## src/rtl/eth_sma_master_if.sv

```systemverilog
// Command/response channel between the MAC register block and the MDIO management master.
// The master modport is the command issuer; the slave modport is the MDIO engine.
interface eth_sma_master_if;
    logic        cmd_valid;
    logic        cmd_ready;
    logic        cmd_write;
    logic [4:0]  cmd_phy_addr;
    logic [4:0]  cmd_reg_addr;
    logic [15:0] cmd_wdata;
    logic        rsp_valid;
    logic [15:0] rsp_rdata;
    logic        rsp_err;
    logic        busy;

    modport master (
        output cmd_valid, cmd_write, cmd_phy_addr, cmd_reg_addr, cmd_wdata,
        input  cmd_ready, rsp_valid, rsp_rdata, rsp_err, busy
    );

    modport slave (
        input  cmd_valid, cmd_write, cmd_phy_addr, cmd_reg_addr, cmd_wdata,
        output cmd_ready, rsp_valid, rsp_rdata, rsp_err, busy
    );
endinterface

```

## src/rtl/eth_sma_master.sv

```systemverilog
// Clause-22 MDC/MDIO master: serializes one read/write management frame per accepted command.
// Latency: rsp_valid 1 + 2*CLK_DIV*(PREAMBLE_BITS+33) cycles after acceptance.
// Backpressure: cmd_ready low for the whole frame; responses are single-cycle and never stall.
module eth_sma_master #(
    parameter int CLK_DIV       = 10,
    parameter int PREAMBLE_BITS = 32
) (
    input  logic            clk,
    input  logic            rst,
    eth_sma_master_if.slave host,
    output logic            eth_mdc,
    output logic            eth_mdio_o,
    output logic            eth_mdio_oen,
    input  logic            eth_mdio_i
);
    typedef enum logic [3:0] {
        S_IDLE, S_PRE, S_ST, S_OP, S_PHYAD, S_REGAD, S_TA, S_DATA, S_DONE
    } state_t;

    localparam logic [7:0] DIV_LAST = 8'(CLK_DIV - 1);
    localparam logic [4:0] PRE_LAST = 5'(PREAMBLE_BITS - 1);

    state_t      state;
    logic [7:0]  div_cnt;
    logic [4:0]  bit_cnt;
    logic        cmd_ready_q;
    logic        rsp_valid_q;
    logic        rsp_err_q;
    logic [15:0] rsp_rdata_q;
    logic        ta_ack;
    logic [15:0] rd_shift;
    logic        lat_write;
    logic [4:0]  lat_phy;
    logic [4:0]  lat_reg;
    logic [15:0] lat_wdata;

    logic        bit_end;
    logic        sample_pt;
    state_t      nxt_state;
    logic [4:0]  nxt_cnt;
    logic        nxt_o;
    logic        nxt_oen;

    // eth_mdc doubles as the half-bit phase: low half first, high half second.
    assign bit_end   = eth_mdc && (div_cnt == DIV_LAST);
    assign sample_pt = eth_mdc && (div_cnt == 8'd0);

    assign host.cmd_ready = cmd_ready_q;
    assign host.busy      = ~cmd_ready_q;
    assign host.rsp_valid = rsp_valid_q;
    assign host.rsp_rdata = rsp_rdata_q;
    assign host.rsp_err   = rsp_err_q;

    // Next bit position and the MDIO value/enable to present for it.
    always_comb begin
        nxt_state = state;
        nxt_cnt   = bit_cnt - 5'd1;
        if (bit_cnt == 5'd0) begin
            unique case (state)
                S_PRE:   begin nxt_state = S_ST;    nxt_cnt = 5'd1;  end
                S_ST:    begin nxt_state = S_OP;    nxt_cnt = 5'd1;  end
                S_OP:    begin nxt_state = S_PHYAD; nxt_cnt = 5'd4;  end
                S_PHYAD: begin nxt_state = S_REGAD; nxt_cnt = 5'd4;  end
                S_REGAD: begin nxt_state = S_TA;    nxt_cnt = 5'd1;  end
                S_TA:    begin nxt_state = S_DATA;  nxt_cnt = 5'd15; end
                S_DATA:  begin nxt_state = S_DONE;  nxt_cnt = 5'd0;  end
                default: begin nxt_state = S_IDLE;  nxt_cnt = 5'd0;  end
            endcase
        end

        nxt_o   = 1'b0;
        nxt_oen = 1'b0;
        case (nxt_state)
            S_PRE:   nxt_o = 1'b1;
            S_ST:    nxt_o = ~nxt_cnt[0];
            S_OP:    nxt_o = lat_write ? ~nxt_cnt[0] : nxt_cnt[0];
            S_PHYAD: nxt_o = lat_phy[nxt_cnt[2:0]];
            S_REGAD: nxt_o = lat_reg[nxt_cnt[2:0]];
            S_TA: begin
                if (lat_write) nxt_o = nxt_cnt[0];
                else           nxt_oen = 1'b1;
            end
            S_DATA: begin
                if (lat_write) nxt_o = lat_wdata[nxt_cnt[3:0]];
                else           nxt_oen = 1'b1;
            end
            default: nxt_oen = 1'b1;
        endcase
    end

    always_ff @(posedge clk) begin
        if (rst) begin
            state        <= S_IDLE;
            div_cnt      <= 8'd0;
            bit_cnt      <= 5'd0;
            eth_mdc      <= 1'b0;
            eth_mdio_o   <= 1'b0;
            eth_mdio_oen <= 1'b1;
            cmd_ready_q  <= 1'b1;
            rsp_valid_q  <= 1'b0;
            rsp_rdata_q  <= 16'd0;
            rsp_err_q    <= 1'b0;
            ta_ack       <= 1'b0;
            rd_shift     <= 16'd0;
            lat_write    <= 1'b0;
            lat_phy      <= 5'd0;
            lat_reg      <= 5'd0;
            lat_wdata    <= 16'd0;
        end else begin
            rsp_valid_q <= 1'b0;
            if (state == S_IDLE) begin
                div_cnt      <= 8'd0;
                eth_mdc      <= 1'b0;
                eth_mdio_o   <= 1'b0;
                eth_mdio_oen <= 1'b1;
                if (host.cmd_valid) begin
                    lat_write    <= host.cmd_write;
                    lat_phy      <= host.cmd_phy_addr;
                    lat_reg      <= host.cmd_reg_addr;
                    lat_wdata    <= host.cmd_wdata;
                    state        <= S_PRE;
                    bit_cnt      <= PRE_LAST;
                    eth_mdio_o   <= 1'b1;
                    eth_mdio_oen <= 1'b0;
                    cmd_ready_q  <= 1'b0;
                end
            end else begin
                if (sample_pt) begin
                    if (state == S_TA && bit_cnt == 5'd0) ta_ack <= eth_mdio_i;
                    if (state == S_DATA) rd_shift <= {rd_shift[14:0], eth_mdio_i};
                end

                if (div_cnt == DIV_LAST) begin
                    div_cnt <= 8'd0;
                    eth_mdc <= ~eth_mdc;
                end else begin
                    div_cnt <= div_cnt + 8'd1;
                end

                // Drive changes coincide with MDC falling, giving a full low half of setup.
                if (bit_end) begin
                    state        <= nxt_state;
                    bit_cnt      <= nxt_cnt;
                    eth_mdio_o   <= nxt_o;
                    eth_mdio_oen <= nxt_oen;
                    if (state == S_DONE) begin
                        cmd_ready_q <= 1'b1;
                        rsp_valid_q <= 1'b1;
                        rsp_rdata_q <= lat_write ? 16'd0 : rd_shift;
                        rsp_err_q   <= lat_write ? 1'b0 : ta_ack;
                    end
                end
            end
        end
    end
endmodule

```

## src/flat_wrapper.sv

```systemverilog
// flat-port wrapper written by rule: the top's interface ports become plain ports
module eth_sma_master_flat 
#(
    parameter int CLK_DIV       = 10,
    parameter int PREAMBLE_BITS = 32
)
  (clk, rst, eth_mdc, eth_mdio_o, eth_mdio_oen, eth_mdio_i, host_cmd_valid, host_cmd_write, host_cmd_phy_addr, host_cmd_reg_addr, host_cmd_wdata, host_cmd_ready, host_rsp_valid, host_rsp_rdata, host_rsp_err, host_busy);
  eth_sma_master_if host_i ();
  input  logic clk;
  input  logic rst;
  output logic eth_mdc;
  output logic eth_mdio_o;
  output logic eth_mdio_oen;
  input  logic eth_mdio_i;
  input wire logic [$bits(host_i.cmd_valid)-1:0] host_cmd_valid;
  input wire logic [$bits(host_i.cmd_write)-1:0] host_cmd_write;
  input wire logic [$bits(host_i.cmd_phy_addr)-1:0] host_cmd_phy_addr;
  input wire logic [$bits(host_i.cmd_reg_addr)-1:0] host_cmd_reg_addr;
  input wire logic [$bits(host_i.cmd_wdata)-1:0] host_cmd_wdata;
  output wire logic [$bits(host_i.cmd_ready)-1:0] host_cmd_ready;
  output wire logic [$bits(host_i.rsp_valid)-1:0] host_rsp_valid;
  output wire logic [$bits(host_i.rsp_rdata)-1:0] host_rsp_rdata;
  output wire logic [$bits(host_i.rsp_err)-1:0] host_rsp_err;
  output wire logic [$bits(host_i.busy)-1:0] host_busy;
  assign host_i.cmd_valid = host_cmd_valid;
  assign host_i.cmd_write = host_cmd_write;
  assign host_i.cmd_phy_addr = host_cmd_phy_addr;
  assign host_i.cmd_reg_addr = host_cmd_reg_addr;
  assign host_i.cmd_wdata = host_cmd_wdata;
  assign host_cmd_ready = host_i.cmd_ready;
  assign host_rsp_valid = host_i.rsp_valid;
  assign host_rsp_rdata = host_i.rsp_rdata;
  assign host_rsp_err = host_i.rsp_err;
  assign host_busy = host_i.busy;
  eth_sma_master #(.CLK_DIV(CLK_DIV), .PREAMBLE_BITS(PREAMBLE_BITS)) u_core (.clk(clk), .rst(rst), .host(host_i), .eth_mdc(eth_mdc), .eth_mdio_o(eth_mdio_o), .eth_mdio_oen(eth_mdio_oen), .eth_mdio_i(eth_mdio_i));
endmodule
```

## config.mk

```make
export PLATFORM = sky130hd
export DESIGN_NAME = eth_sma_master_flat
export DESIGN_NICKNAME = d
export VERILOG_FILES = /design/src/rtl/eth_sma_master_if.sv /design/src/rtl/eth_sma_master.sv /design/src/flat_wrapper.sv
export SDC_FILE = /design/constraint.sdc
export NUM_CORES = 1
export LEC_CHECK = 0
export BUFFER_PORTS_ARGS = -buffer_cell sky130_fd_sc_hd__buf_2
export CORE_MARGIN = 4
export CORE_UTILIZATION = 47
export CTS_CLUSTER_SIZE = 24
export DETAILED_ROUTE_END_ITERATION = 8
export PLACE_DENSITY = 0.78
export SYNTH_ARGS = -nofsm -noshare
export SYNTH_HDL_FRONTEND = slang
export SYNTH_SLANG_ARGS = --single-unit
```

## constraint.sdc

```tcl
create_clock -name clk -period 2.9 [get_ports clk]
set_input_delay 0.435 -clock clk [delete_from_list [all_inputs] [get_ports clk]]
set_output_delay 0.435 -clock clk [all_outputs]
set_load 0.02 [all_outputs]
```

==> flow_metrics.env, run 1 <==
export IMPL_cpPeakStageDelay_ps=560
export IMPL_setup_violations=0
export IMPL_synth_warnings=0
export IMPL_postSynthCellCount=436
export IMPL_ys_seq_area_share_pct=45.28
export IMPL_critPathSlowestCell="or4b_1"
export IMPL_design_area_sq_um=4242
export IMPL_grt_ovfl_total=0
export IMPL_vias=3181
export IMPL_ctsResizeCount=0
export IMPL_die_w_microns=96.37
export IMPL_cp_start_kind="flip-flop"
export IMPL_io_pins=54
export IMPL_synth_area_sq_um=3670
export IMPL_worst_path_buf_inv=1
export IMPL_cts_sinks=83
export IMPL_coreArea_sq_um=7408
export IMPL_synthArstFlopShare_pct=0
export IMPL_die_h_microns=96.37
export IMPL_viasPerCell=5.401
export IMPL_fin_skew_ps=10.27
export IMPL_power_w=0.002397
export IMPL_register_area_sq_um=1662
export IMPL_grt_pass1_vias=2988
export IMPL_drive_above_1_share_pct=18.98
export IMPL_routed_wl_microns=7915
export IMPL_synth_edf_count=0
export IMPL_status="complete, no violations"
export IMPL_synth_xor_area_share_pct=2.625
export IMPL_wl_per_cell_microns=13.44
export IMPL_synthSimpleGateAreaFrac_pct=23.59
export IMPL_synthMuxAreaShare_pct=5.694
export IMPL_p_per_area_nw_per_um2=565.2
export IMPL_synthToLayoutAreaGrowth_pct=15.58
export IMPL_synth_top_area_share_pct=45.28
export IMPL_ant_nets=0
export IMPL_dpl_cell_area_sq_um=4035
export IMPL_period_share_pct=88.90
export IMPL_synth_most_common_cell="nand2_1"
export IMPL_synth_common_cells="nand2_1 (99), dfxtp_1 (83), a21oi_1 (51), nor2_1 (28), clkbuf_1 (22)"
export IMPL_hold_class="input pin to flip-flop"
export IMPL_slew_violations=0
export IMPL_yosysTopAreaCell="dfxtp_1"
export IMPL_synthTopCellsByArea="dfxtp_1 (45%), nand2_1 (10%), a21oi_1 (7.0%)"
export IMPL_insertion_delay_ps=360
export IMPL_start_util_pct=49.54
export IMPL_p_leak_nw=1.672
export IMPL_cts_setup_buffers=0
export IMPL_cp_arrival_ps=2810
export IMPL_row_count=31
export IMPL_die_area_sq_um=9286
export IMPL_ys_ff_latch=83
export IMPL_drt_pass1_iterations=4
export IMPL_dp_slack_ps=374.4
export IMPL_synth_top_family_by_area="simple AND/OR/NAND/NOR gates"
export IMPL_fillers=680
export IMPL_path_clk_slew_ps=90
export IMPL_grt_setup_unrepaired="no"
export IMPL_grt_pass1_wl_microns=13360
export IMPL_cap_violations=0
export IMPL_numCtsBuffers=9
export IMPL_cts_root_buf="clkbuf_8"
export IMPL_holdWs_ps=304.1
export IMPL_cp_end_kind="flip-flop"
export IMPL_tritoncts="built"
export IMPL_crit_family="simple AND/OR/NAND/NOR gates"
export IMPL_synth_ff_type="dfxtp_1"
export IMPL_crit_type="flip-flop to flip-flop"
export IMPL_worst_pin_slew_ps=592.2
export IMPL_holdBufCountCts=0
export IMPL_worst_slack_ps=321.8
export IMPL_grt_max_degree=35
export IMPL_drc=0
export IMPL_num_antenna_cells=0
export IMPL_irDropWorstVdd_uv=342.7
export IMPL_cts_max_level=3
export IMPL_setup_tns_final_ps=0
export IMPL_place_congestion=0.8861
export IMPL_cts_buffer_depth=2
export IMPL_synth_compound_gate_area_share_pct=16.98
export IMPL_multi_input_area_sq_um=1857
export IMPL_syn_nets=472
export IMPL_slew_headroom_pct=60.52
export IMPL_dp_hpwl_microns=5562
export IMPL_period_minus_slack_ps=2578
export IMPL_port_buffers=53
export IMPL_hold_violations=0
export IMPL_drt_iter0_markers=190
export IMPL_fmax_mhz=387.9
export IMPL_crit_chain="inv_1 -> ha_1 -> or4b_1 -> and2_1 -> nor2_2 -> mux4_1 -> and3_1 -> a221oi_2 -> o22ai_1"
export IMPL_synthAdderAreaFrac_pct=1.705
export IMPL_required_ps=3140
export IMPL_nets=521
export IMPL_synth_distinct_cells=51
export IMPL_synth_area_per_cell_sq_um=8.417
export IMPL_grt_usage_pct=18.17
export IMPL_antenna_found_initial=0
export IMPL_cp_max_fo=6
==> routing by layer <==
layer	vias up	share of wire (%)	global-route usage (%)	routed length (microns)
met3	17	6.1	5.708	480
met2	94	47	29.38	3693
met1	1459	45	22.60	3576
met5	-	0	0	0
met4	0	2.1	6.893	165
li1	1611	-	-	-
==> worst min-delay path, cell delays in order <==
cell and delay (ps):
buf_2 90, nand2_1 40, a21oi_1 50
==> layout make-up <==
type,count,share of cell area (%)
clock buffers,9,2.920
repair buffers,66,8.555
multi-input cells,317,43.78
inverters,8,0.7080
well taps,99,2.920
flip-flops and latches,83,39.17
clock inverters,7,1.947
==> logic make-up after synthesis <==
group                      Yosys count
DFF                                 83
buffers and inverters               36
muxes                               19
AOI/OAI and AO/OA                   98
and+or+nand+nor                    184
adders and majority gates            5
xor gates and xnor gates            11
==> cells in the final DEF, fill, tap and decap left out, types with 5 or more instances in the layout <==
cell type	instances
a211oi_1	7
xor2_1	6
nand3_1	10
o21ai_0	8
dfxtp_1	83
nor2_1	28
clkbuf_8	9
ha_1	5
mux2i_1	16
buf_2	53
a22o_1	17
buf_4	13
inv_1	8
a21oi_1	51
nor3_1	14
xnor2_1	5
nand2_1	99
==> through the flow <==
stage                     std cells  utilization [%]
final                           589            57.25
after global routing            589            57.25
after CTS                       589            57.25
after detailed placement        573            54.47
after global placement          573            54.47
after floorplan                 436                -
==> final timing paths <==
path | end | slack [ps] | depth (start not counted) | start
min reg2reg | u_core.lat_phy[1] | 460 | 2 | u_core.lat_phy[1]
max reg2reg | u_core.eth_mdio_o | 320 | 9 | u_core.bit_cnt[0]
max | u_core.eth_mdio_o | 320 | 9 | u_core.bit_cnt[0]
min | u_core.lat_wdata[1] | 300 | 3 | host_cmd_wdata[1]
==> where the power goes <==
part	switching [W]	leakage, nW	total, W	internal [W]
clock network	0.000445	0.0988	0.000858	0.000412
registers	0.0000344	0.675	0.00121	0.00118
logic	0.000183	0.898	0.000329	0.000146
No activity file was read; power rests on OpenSTA's default activity.
==> run 2: changes to the inputs <==
--- a/config.mk
+++ b/config.mk
@@ -5,6 +5,7 @@
 export SDC_FILE = /design/constraint.sdc
 export NUM_CORES = 1
 export LEC_CHECK = 0
+export ABC_AREA = 1
 export BUFFER_PORTS_ARGS = -buffer_cell sky130_fd_sc_hd__buf_2
 export CORE_MARGIN = 4
 export CORE_UTILIZATION = 47
==> flow_metrics.env, run 2 <==
export IMPL_status="complete, no violations"
export IMPL_coreArea_sq_um=7370
export IMPL_holdBufCountCts=0
export IMPL_post_route_util_pct=56.08
export IMPL_setup_violations=0
export IMPL_io_pins=54
export IMPL_synth_common_cells="nand2_1 (102), dfxtp_1 (83), nor2_1 (55), nand3_1 (39), inv_1 (38)"
export IMPL_cp_end_kind="flip-flop"
export IMPL_syn_nets=505
export IMPL_synth_ff_type="dfxtp_1"
export IMPL_fin_skew_ps=9.216
export IMPL_synth_warnings=0
export IMPL_p_leak_nw=1.821
export IMPL_synth_edf_count=0
export IMPL_cts_setup_buffers=0
export IMPL_layout_commonest_cell="nand2_1"
export IMPL_synth_area_sq_um=3622
export IMPL_synth_distinct_cells=34
export IMPL_hold_violations=0
export IMPL_crit_type="flip-flop to flip-flop"
export IMPL_slew_violations=0
export IMPL_required_ps=3130
export IMPL_worst_pin_slew_ps=813.5
export IMPL_row_count=31
export IMPL_grt_setup_unrepaired="no"
export IMPL_cts_buffer_depth=2
export IMPL_port_buffers=53
export IMPL_ctsResizeCount=0
export IMPL_grt_ovfl_total=0
export IMPL_synthToLayoutAreaGrowth_pct=14.09
export IMPL_die_h_microns=95.79
export IMPL_tritoncts="built"
export IMPL_die_area_sq_um=9176
export IMPL_register_area_sq_um=1662
export IMPL_insertion_delay_ps=360
export IMPL_synth_top_area_share_pct=45.87
export IMPL_drc=0
export IMPL_synth_most_common_cell="nand2_1"
export IMPL_setup_tns_final_ps=0
export IMPL_vias=3232
export IMPL_ant_nets=0
export IMPL_start_util_pct=49.15
export IMPL_synthTopCellsByArea="dfxtp_1 (46%), nand2_1 (11%), nor2_1 (5.7%)"
export IMPL_fmax_mhz=423.0
export IMPL_worst_slack_ps=536.1
export IMPL_numCtsBuffers=9
export IMPL_cp_start_kind="flip-flop"
export IMPL_wl_per_cell_microns=13.43
export IMPL_cap_violations=0
export IMPL_grt_pass1_vias=3142
export IMPL_synthArstFlopShare_pct=0
export IMPL_cts_root_buf="clkbuf_8"
export IMPL_path_clk_slew_ps=80
export IMPL_cts_sinks=83
export IMPL_hold_class="input pin to flip-flop"
export IMPL_period_minus_slack_ps=2364
export IMPL_postSynthCellCount=469
export IMPL_p_per_area_nw_per_um2=591.5
export IMPL_period_share_pct=81.51
export IMPL_die_w_microns=95.79
export IMPL_drive_above_1_share_pct=17.15
export IMPL_drt_pass1_iterations=5
export IMPL_viasPerCell=5.230
export IMPL_antenna_found_initial=0
export IMPL_grt_pass1_wl_microns=14020
export IMPL_yosysTopAreaCell="dfxtp_1"
export IMPL_nets=550
export IMPL_routed_wl_microns=8298
export IMPL_drt_iter0_markers=136
export IMPL_irDropWorstVdd_uv=391.0
export IMPL_ys_ff_latch=83
export IMPL_ys_seq_area_share_pct=45.87
export IMPL_synth_area_per_cell_sq_um=7.723
export IMPL_design_area_sq_um=4133
export IMPL_cp_arrival_ps=2590
export IMPL_dp_slack_ps=556.0
export IMPL_cp_max_fo=21
export IMPL_place_congestion=0.8964
export IMPL_fillers=696
export IMPL_num_antenna_cells=0
export IMPL_slew_headroom_pct=45.76
export IMPL_dpl_cell_area_sq_um=3915
export IMPL_cts_max_level=3
export IMPL_final_cell_mix="nand2_1 (102), dfxtp_1 (83), nor2_1 (55), buf_2 (53), nand3_1 (39)"
export IMPL_grt_max_degree=37
export IMPL_grt_usage_pct=19.38
export IMPL_multi_input_area_sq_um=1695
export IMPL_dp_hpwl_microns=5829
[run 2: path summary, 6_finish.rpt]
path	start	to	slack (ps)	depth (start not counted)
setup / recovery	u_core.bit_cnt[0]	u_core.eth_mdio_o	540	15
hold reg to reg	u_core.lat_reg[1]	u_core.lat_reg[1]	470	2
setup reg to reg	u_core.bit_cnt[0]	u_core.eth_mdio_o	540	15
hold / removal	host_cmd_wdata[7]	u_core.lat_wdata[7]	310	3
[run 2: worst max-delay path: stages (launching register included)]
cell	delay, ps
dfxtp_1	330
inv_1	120
ha_1	210
nand3_2	250
nand2_2	250
nand2_2	270
nand2_1	150
nand3_1	80
nand3_1	110
nand3_1	70
nand2_1	70
nand2_1	60
nand2_1	70
nand3_1	70
nand2_1	70
a21oi_2	50
[run 2: kinds of logic after synthesis]
group,after synthesis,share of synthesized area [%]
DFF,83,45.87
xor gates and xnor gates,7,1.693
and+or+nand+nor,216,26.15
AOI/OAI and AO/OA,96,17.24
buffers and inverters,62,7.323
adders and majority gates,5,1.727
[run 2: per-layer routing]
metal  global-route usage, %  part of all wire [%]  up-vias
li1                        -                     -     1656
met1                   22.71                    44     1497
met2                   33.58                    50       65
met3                   4.848                   4.1       14
met4                   8.057                   1.7        0
met5                       0                     0        -
[run 2: area by class of cell]
| class | instances | area share, % |
|---|---|---|
| Clock buffer | 10 | 3.088 |
| Clock inverter | 6 | 2.180 |
| Multi-Input combinational cell | 324 | 41.02 |
| Sequential cell | 83 | 40.21 |
| Tap cell | 99 | 2.997 |
| Inverter | 41 | 3.724 |
| Timing Repair Buffer | 55 | 6.782 |
[run 2: where the power goes]
group	internal, W	leakage (nW)	switching (W)
logic	0.000113	1.04	0.000221
clock network	0.000486	0.106	0.000423
registers	0.00118	0.676	0.0000241
total	0.00178	1.82	0.000668
[run 2: metrics by stage]
| stage | std cells | total power, W | hold slack, ps |
|---|---|---|---|
| floorplan | 469 | 0.001486 | 429.7 |
| global placement | 602 | 0.001552 | 445.4 |
| detailed placement | 602 | 0.001560 | 448.2 |
| CTS | 618 | 0.002463 | 299.7 |
| global route | 618 | 0.002560 | 305.4 |
| finish | 618 | 0.002445 | 309.0 |
